==> src/rtl/inst_buffer_loadable.sv <==
// inst_buffer_loadable: writable per-PE instruction buffer with an internal PC, loop count and done pulse.
module inst_buffer_loadable #(
    parameter int addrLen = 5,
    parameter int dataLen = 32,
    parameter int iterLen = 16,
    parameter int peId    = 1
) (
    input  logic               clk,
    input  logic               reset,
    input  logic               ldValid,
    input  logic [dataLen-1:0] ldData,
    input  logic               ldLast,
    output logic               ldReady,
    input  logic               start,
    input  logic [iterLen-1:0] numIter,
    input  logic               noStall,
    output logic [dataLen-1:0] dataOut,
    output logic               instValid,
    output logic [addrLen-1:0] pc,
    output logic               busy,
    output logic               done,
    output logic [addrLen:0]   progLen
);
    localparam int DEPTH = 1 << addrLen;
    localparam logic [0:0] IDLE = 1'b0;
    localparam logic [0:0] RUN  = 1'b1;

    logic [dataLen-1:0] mem [DEPTH];
    logic [0:0]         state_q, state_d;
    logic [dataLen-1:0] data_q, data_d;
    logic               valid_q, valid_d;
    logic [addrLen-1:0] pc_q, pc_d;
    logic [addrLen-1:0] wr_ptr_q, wr_ptr_d;
    logic [iterLen-1:0] iter_q, iter_d;
    logic [addrLen:0]   prog_len_q, prog_len_d;
    logic               loaded_q, loaded_d;
    logic               done_q, done_d;
    logic               accept, last_beat, last_pc, go;

    assign ldReady   = state_q == IDLE;
    assign busy      = state_q == RUN;
    assign dataOut   = data_q;
    assign instValid = valid_q;
    assign pc        = pc_q;
    assign done      = done_q;
    assign progLen   = prog_len_q;

    assign accept    = ldValid && ldReady;
    // A full buffer closes the program so the pointer never wraps into address 0.
    assign last_beat = ldLast || (&wr_ptr_q);
    assign last_pc   = {1'b0, pc_q} == prog_len_q - 1'b1;
    assign go        = ldReady && start && !accept && loaded_q && (numIter != '0);

    always_comb begin
        state_d    = state_q;
        data_d     = data_q;
        valid_d    = valid_q;
        pc_d       = pc_q;
        wr_ptr_d   = wr_ptr_q;
        iter_d     = iter_q;
        prog_len_d = prog_len_q;
        loaded_d   = loaded_q;
        done_d     = 1'b0;
        if (accept) begin
            wr_ptr_d   = last_beat ? '0 : wr_ptr_q + 1'b1;
            prog_len_d = last_beat ? {1'b0, wr_ptr_q} + 1'b1 : prog_len_q;
            loaded_d   = loaded_q || last_beat;
        end
        if (go) begin
            state_d = RUN;
            pc_d    = '0;
            iter_d  = numIter;
        end
        if (noStall && state_q == IDLE) valid_d = 1'b0;
        if (noStall && state_q == RUN) begin
            data_d  = mem[pc_q];
            valid_d = 1'b1;
            pc_d    = last_pc ? '0 : pc_q + 1'b1;
            if (last_pc && iter_q > iterLen'(1)) iter_d = iter_q - 1'b1;
            if (last_pc && iter_q <= iterLen'(1)) begin
                done_d  = 1'b1;
                state_d = IDLE;
            end
        end
    end

    always_ff @(posedge clk) begin
        if (accept) mem[wr_ptr_q] <= ldData;
    end

    always_ff @(posedge clk or posedge reset) begin
        if (reset) begin
            state_q    <= IDLE;
            data_q     <= '0;
            valid_q    <= 1'b0;
            pc_q       <= '0;
            wr_ptr_q   <= '0;
            iter_q     <= '0;
            prog_len_q <= '0;
            loaded_q   <= 1'b0;
            done_q     <= 1'b0;
        end else begin
            state_q    <= state_d;
            data_q     <= data_d;
            valid_q    <= valid_d;
            pc_q       <= pc_d;
            wr_ptr_q   <= wr_ptr_d;
            iter_q     <= iter_d;
            prog_len_q <= prog_len_d;
            loaded_q   <= loaded_d;
            done_q     <= done_d;
        end
    end
endmodule
==> config.mk <==
export PLATFORM = sky130hd
export DESIGN_NAME = inst_buffer_loadable
export DESIGN_NICKNAME = d
export VERILOG_FILES = /design/src/rtl/inst_buffer_loadable.sv
export SDC_FILE = /design/constraint.sdc
export NUM_CORES = 1
export LEC_CHECK = 0
export CELL_PAD_IN_SITES_DETAIL_PLACEMENT = 1
export CELL_PAD_IN_SITES_GLOBAL_PLACEMENT = 1
export CORE_MARGIN = 2
export CORE_UTILIZATION = 40
export CTS_CLUSTER_DIAMETER = 50
export DETAILED_ROUTE_END_ITERATION = 7
export HOLD_SLACK_MARGIN = 0.08
export PLACE_DENSITY_LB_ADDON = 0.1
export SLEW_MARGIN = 20
export SYNTH_ARGS = -nofsm -noshare
export SYNTH_HDL_FRONTEND = slang
export SYNTH_SLANG_ARGS = --single-unit
==> constraint.sdc <==
create_clock -name clk -period 7.6 [get_ports clk]
set_input_delay 1.9 -clock clk [delete_from_list [all_inputs] [get_ports clk]]
set_output_delay 1.9 -clock clk [all_outputs]
set_load 0.01 [all_outputs]
Word level (Yosys, flattened, before mapping)
Memory sizes are Yosys's and may differ from the RTL's. A register that Yosys moved wholly into a read port is not among the register bits.
Index checks and enable logic that the tools add are counted.
Storage, ports and cells
  output and inout bits: 47
  memories kept: 1
  bits in registers: 36
  memory bits (writable): 1024
  word-level logic and storage cells: 51
  input port bits: 54
Memories
  mem: words 32, bits a word 32, read ports 1, clocked after Yosys merged registers in 1, wr ports 1, line 28  | logic [dataLen-1:0] mem [DEPTH];
Cells by class
  bitwise logic cells: 1
  muxes and demuxes: 16
  equality and inequality tests: 1
  reductions and logical operators: 17
  order comparisons: 2
  $add $sub $neg: 5
Operators with widths (number)
  $mux W16: 3
  $mux W5: 4
  $gt A16 B1 Y1 const B: 1
  $le A16 B1 Y1 const B: 1
  $reduce_bool A16 Y1: 1
  $sub A16 B1 Y16 const B: 1
  $add A5 B1 Y5 const B: 2
  $logic_and A1 B1 Y1: 9
  $mux W1: 9
  $add A5 B1 Y6 const B: 1
  $eq A5 B6 Y1: 1
  $sub A6 B1 Y6 const B: 1
  $reduce_and A5 Y1: 1
  $reduce_bool A2 Y1: 2
  $logic_or A1 B1 Y1: 2
  $reduce_and A2 Y1: 1
  $logic_not A1 Y1: 1
  $not A1 Y1: 1

Depth between registers and ports, before layout
Gate-level depths: netlist (run 1).
  word-level depth: 9
  mapped depth: 11
  mapped depth without buffers: 8

Least setup slack after synthesis (run 1)
No wires, ideal clock.
  path kind: input port to flip-flop
  start: input port ldValid
  end: memory mem[28][0], enable pin
  setup time: 421 ps
  path slack: 3420 ps
  data required time: 7179 ps
  arrival time: 3759 ps
  stages: 3
  path buffers: 0
  cell sequence: nor2b_1 > nand2_1 > nor2_1
On the way
  cells in the longest elaborated chain, start to end: 3
RTL lines
  from (decl): line 10  | input logic ldValid,
  $logic_and A1 B1 Y1: line 48  | assign accept = ldValid && ldReady;
  $mux W1: line 88  | if (accept) mem[wr_ptr_q] <= ldData;
  $mux W1 (implied by the code): line 88
  to (decl): line 28
Every way passes these cells.

Final worst setup path (run 1)
  start: input port ldValid
  end: memory mem[18][24], enable pin
The elaborated chain is that of the path after synthesis.

==> summary.txt, run 1 <==
status = finished with violations
violated checks = DRC
leakage = 16.1 nW
Crit path largest cell delay = 1050 ps
maximum clock rate = 0.227 GHz
# hold bufs at CTS = 0
fin crit period = 4400 ps
Design Power = 18.2 mW
Placed Area = 45600 um^2
Clock Latency Late Sink = 740 ps
final core area utilization = 0.476
clk slew on worst S/H paths = 50 ps
Worst Path Buf+Inv = 1
Initial Utilization = 0.404
TNS Setup = 0 ps
layout filler cell count = 9578
ys flop type = edfxtp_1
CP max FO = 32
total number of H-tree levels = 4
most frequent cells in the layout = edfxtp_1 (1024), mux2i_1 (180), mux4_2 (178)
area grow syn2layout = 18.0%
Mapped Nets = 2207
Root Buffer = clkbuf_16
unrepaired setup endpoints after global routing = false
CP endpoint kind = register
total number of vias = 21600
Routed Antenna Nets = 0
Seq/Total Area, Yosys = 0.763
row count = 119
final hold slack = 474 ps
Post-Syn Instances = 2144
DP HPWL = 72.2 mm
routed len/inst = 30.6 um
layout cells sized above 1 = 0.235
Setup WS post-layout = 3200 ps
initial detailed-routing violation count = 2048
vias in the first global route = 22500
GPL Wtd Cong = 0.783
GRT Total Usage = 0.217
Congestion Overflow GR = 0
commonest non-fill, non-tap cell in the layout = edfxtp_1
largest net degree at the start of global routing = 114
CP top delay family = simple AND/OR/NAND/NOR gates
Sw Pwr = 5.73 mW
Post-synth EDFFs = 1024
DIE HEIGHT = 330 um
Reg power frac = 0.395
multi-input logic area = 9740 um^2
final hold vios = 0
vias per std cell = 5.69
Seq. cell area = 32500 um^2
die footprint = 109000 um^2
Net Sw Frac = 0.314
WS Path Type = primary input to register
setup violators final = 0
Clk pwr share = 0.345
Max-cap violations = 0
HP Class = register to register
Syn Area/Cell = 19.8 um^2
Post-synth ARST share = 0.0623
first-pass GRT wire length = 167 mm
Buffers on Ports = 100
Max Transition Viols Final = 0
clock skew after layout = 23.6 ps
DRT Wirelength = 116 mm
Synth top area share = 0.723
Comb pwr share = 0.260
Critical Path Source Type = primary input
CTS tree = yes
Yosys Warn Count = 0
Finished Cell Area = 50200 um^2
Placed Instances = 3557
number of setup buffers added after CTS = 0
Power Internal = 12.5 mW
Synth Register Bits = 1092
Worst EP required = 7940 ps
area leader, netlist = edfxtp_1
CTS Sinks = 1092
Netlist cell types = 63
crit path DAT = 4740 ps
DR pass1 iterations = 8
Clock Path Buffers = 3
CP Cell Sequence = clkdlybuf4s50_1, nor2b_1, nand2_1, nor2_4
top-level I/O count = 101
Pwr Density = 363 nW/um^2
detailed-route DRC error count = 22
number of CTS-inserted buffers = 131
number of gates resized after cts = 0
Crit-path slowest cell = nor2_4
worst rel slew slack = 0.281
fin cells = 3801
Nets = 2370
Chip Width = 330 um
antenna violations before repair = 4
Mapped Area = 42500 um^2
synth top area cells = edfxtp_1 (72%), mux4_2 (9.4%), mux2i_1 (4.2%), dfrtp_1 (4.0%), mux2_2 (0.98%)
Core Region = 105000 um^2
pre-CTS setup slack = 2360 ps
R2R Setup Slk = 3430 ps
Tcrit/Tclk final = 0.579
maximum VDD drop = 0.368 mV
worst-margin pin slew = 1080 ps
## power by group through the flow
stage                     sequential [mW]  clock [mW]  combinational [mW]
after floorplan                      7.04           0                3.05
after global placement               7.32           0                4.76
after detailed placement             7.32           0                4.79
after CTS                            7.20        6.43                4.80
after global routing                 7.22        6.64                5.07
final                                7.19        6.29                4.74
## final cells by class
type                    instances  area share
multi-input cells             918       0.194
flip-flops and latches       1092       0.647
clock buffers                 154      0.0683
diodes                          1   0.0000499
repair buffers                152      0.0364
well taps                    1391      0.0347
inverters                      12    0.000947
clock inverters                81      0.0185
## state kept, by name (all words and copies together) (netlist names)
signal	cells
pc	5
instValid	1
loaded_q	1
mem	1024
busy	1
iter_q	16
progLen	6
done	1
dataOut	32
wr_ptr_q	5
## worst paths after layout
kind,start,end,depth (start not counted)
setup / recovery,ldValid,mem[18][24],4
hold / removal,loaded_q,loaded_q,1
setup reg to reg,pc[0],dataOut[6],7
hold reg to reg,loaded_q,loaded_q,1
max in group asynchronous,reset,pc[2],3
min in group asynchronous,reset,dataOut[9],2
## cells in the mapped netlist (9+ instances only)
cell	instances
o221ai_1	35
o22ai_1	25
nand2_1	74
o21ai_0	63
nand4_1	9
ha_1	9
clkbuf_1	61
a221o_1	11
dfrtp_1	68
nand3_1	13
a31oi_1	12
mux2i_1	180
mux2_2	37
edfxtp_1	1024
o221a_2	22
a21oi_1	72
buf_2	37
mux4_2	178
buf_1	14
nor2_1	64
a221oi_1	14
inv_1	12
## metal layers
metal,part of all wire,GRT usage,up-vias
met5,0.00014,0,-
met4,0.021,0.0575,2
met3,0.058,0.0441,153
met2,0.47,0.333,578
met1,0.45,0.318,11700
li1,-,-,9226
## worst reg2reg max path, stage by stage, from the launching register on
cell      delay [ps]
dfrtp_4          990
buf_4            730
buf_4            800
mux4_2           720
a41oi_1          280
o211ai_1         270
o21ai_0          160
a31oi_1           60
## kinds of logic (layout without fill, tap and decap cells)
family / count (synthesis) / in the layout / synth area share
fa+ha+maj: 9 / 9 / 0.00265
compound gates: 292 / 292 / 0.0474
flops: 1092 / 1092 / 0.763
other cells: 0 / 1 / 0
mux: 399 / 399 / 0.148
simple gates: 209 / 209 / 0.0231
buf+inv: 134 / 399 / 0.0144
xor+xnor: 9 / 9 / 0.00185
No activity file was read; power rests on OpenSTA's default activity.
==> run 2: changes to the inputs <==
- clock period: 7.6 -> 4.3 ns (I/O delays scaled with it)
==> run 2 against run 1 <==
Against the previous run: the flow still finishes with violations (DRC); routed wire length down 0.98%; clock power up 69%; register-to-register slack worse by 2100 ps; sequential share of layout area up 0.060 points; sequential power up 74%; combinational power up 83%; count of clock-buffer cells in the layout up 19; final cell count up 1.9%; non-clock buffer count up 66; global-route usage down 0.28 points; final area about the same; critical path type is now register to primary output; critical endpoint is now pc[0]; largest cell class unchanged; highest routed layer is now met4.
==> summary.txt, run 2 (synthesized netlist as in run 1, its figures left out) <==
final hold vios = 0 (unchanged)
Initial Utilization = 0.404 (unchanged)
maximum clock rate = 0.309 GHz
top-level I/O count = 101 (unchanged)
number of setup buffers added after CTS = 0 (unchanged)
Worst EP required = 3220 ps (-4720 ps)
Reg-to-Reg Start = pc[0]
crit path DAT = 2170 ps (-2570 ps)
Net Sw Frac = 0.315 (+0.000545)
Chip Width = 330 um (unchanged)
Congestion Overflow GR = 0 (unchanged)
status = finished with violations
CP top delay family = flip-flops
vias in the first global route = 23000 (+2.4%)
critical path depth = 1 (-3)
worst rel slew slack = 0.352 (+0.0706)
detailed-route DRC error count = 22 (unchanged)
Largest register FFs = 1024 (unchanged)
Crit path largest cell delay = 780 ps (-270 ps)
die footprint = 109000 um^2 (unchanged)
first-pass GRT wire length = 167 mm (-0.40%)
leakage = 16.2 nW (+0.87%)
antenna violations before repair = 4 (unchanged)
TNS Setup = 0 ps (unchanged)
vias per std cell = 5.66 (-0.50%)
initial detailed-routing violation count = 2110 (+3.0%)
R2R Path End = dataOut[10]
number of gates resized after cts = 0 (unchanged)
Worst Path Buf+Inv = 1 (unchanged)
setup violators final = 0 (unchanged)
HP Class = register to register
Power Internal = 21.8 mW (+74%)
GPL Wtd Cong = 0.756 (-3.5%)
CTS Sinks = 1092 (unchanged)
Reg power frac = 0.393 (-0.002)
Nets = 2439 (+2.9%)
Core Region = 105000 um^2 (unchanged)
DRT Wirelength = 115 mm (-0.98%)
layout cells sized above 1 = 0.247 (+0.0118)
Clock Latency Late Sink = 740 ps (about the same)
final hold slack = 467 ps (-7.23 ps)
GRT Total Usage = 0.214 (-0.00283)
pre-CTS setup slack = 758 ps (-1600 ps)
Critical Path Source Type = register
clk slew on worst S/H paths = 60 ps (about the same)
Max-cap violations = 0 (unchanged)
row count = 119 (unchanged)
CP Cell Sequence = clkdlybuf4s50_1
commonest non-fill, non-tap cell in the layout = edfxtp_1
largest net degree at the start of global routing = 119 (+4.4%)
Worst Setup SP = pc[0]
worst-margin pin slew = 964 ps (-112 ps)
Root Buffer = clkbuf_16
Pwr Density = 635 nW/um^2 (+75%)
total number of vias = 21900 (+1.4%)
Largest Register = mem
reg2reg path depth = 6 (-1)
Routed Antenna Nets = 0 (unchanged)
CP max FO = 23 (-28%)
CP endpoint kind = primary output
# hold bufs at CTS = 0 (unchanged)
total number of H-tree levels = 4 (unchanged)
DP HPWL = 70.9 mm (-1.7%)
maximum VDD drop = 0.357 mV (-3.1%)
Crit-path slowest cell = dfrtp_4
Clock Path Buffers = 3 (unchanged)
CTS tree = yes
WS Path Type = register to primary output
violated checks = DRC
final core area utilization = 0.476 (about the same)
Clk pwr share = 0.334 (-0.011)
unrepaired setup endpoints after global routing = false
Buffers on Ports = 100 (unchanged)
Setup WS post-layout = 1060 ps (-2140 ps)
routed len/inst = 29.7 um (-2.8%)
Comb pwr share = 0.273 (+0.013)
Worst Setup EP = pc[0]
R2R Setup Slk = 1300 ps (-2130 ps)
DR pass1 iterations = 7 (-1)
most frequent cells in the layout = edfxtp_1 (1024), mux2i_1 (180), mux4_2 (178)
Tcrit/Tclk final = 0.754
fin crit period = 3240 ps
Max Transition Viols Final = 0 (unchanged)
DIE HEIGHT = 330 um (unchanged)
number of CTS-inserted buffers = 134 (+2.3%)
clock skew after layout = 35.5 ps (+11.9 ps)
Sw Pwr = 10.0 mW (+75%)
area grow syn2layout = 17.9% (about the same)
## run 2: cell count changes in the layout (fill, tap and decap cells not counted), moves of 5 or more
cell	delta
bufinv_16	-12
clkbuf_1	+13
buf_4	+86
clkdlybuf4s50_1	+16
buf_16	-24
buf_2	-16
clkbuf_16	+5
## run 2: per-stage QoR
step	instance area [um^2]	std cells	total power [mW]
2_1_floorplan	42500	2144	17.8
3_3_place_gp	46000	3631	21.4
3_5_place_dp	46000	3631	21.5
4_1_cts	50100	3871	32.2
5_1_grt	50100	3871	33.1
6_report	50100	3872	31.8
## run 2: worst min-delay path by stage
stage | start | endpoint | depth (start not counted)
after floorplan | loaded_q | loaded_q | 1
after global placement | loaded_q | loaded_q | 1
after detailed placement | loaded_q | loaded_q | 1
after CTS | loaded_q | loaded_q | 1
after global routing | loaded_q | loaded_q | 1
final | loaded_q | loaded_q | 1
## run 2: layout make-up
cell class	count	area [um^2]
clock inverters	67	559
fillers	9634	55300
well taps	1391	1740
multi-input cells	918	9740
clock buffers	173	3620
flip-flops and latches	1092	32500
inverters	12	47.5
diodes	1	2.50
repair buffers	218	1970
## run 2: power groups by stage
stage	logic [mW]	registers [mW]	clock network [mW]
final	8.68	12.5	10.6
after global routing	9.28	12.5	11.3
after CTS	8.79	12.5	10.9
after detailed placement	8.77	12.7	0
after global placement	8.69	12.7	0
after floorplan	5.39	12.4	0
## run 2: per-layer routing
metal / vias to the layer above / track usage / part of all wire
li1: 9361 / - / -
met1: 11800 / 0.326 / 0.48
met2: 595 / 0.317 / 0.45
met3: 146 / 0.0407 / 0.057
met4: 0 / 0.0586 / 0.021
met5: - / 0 / 0
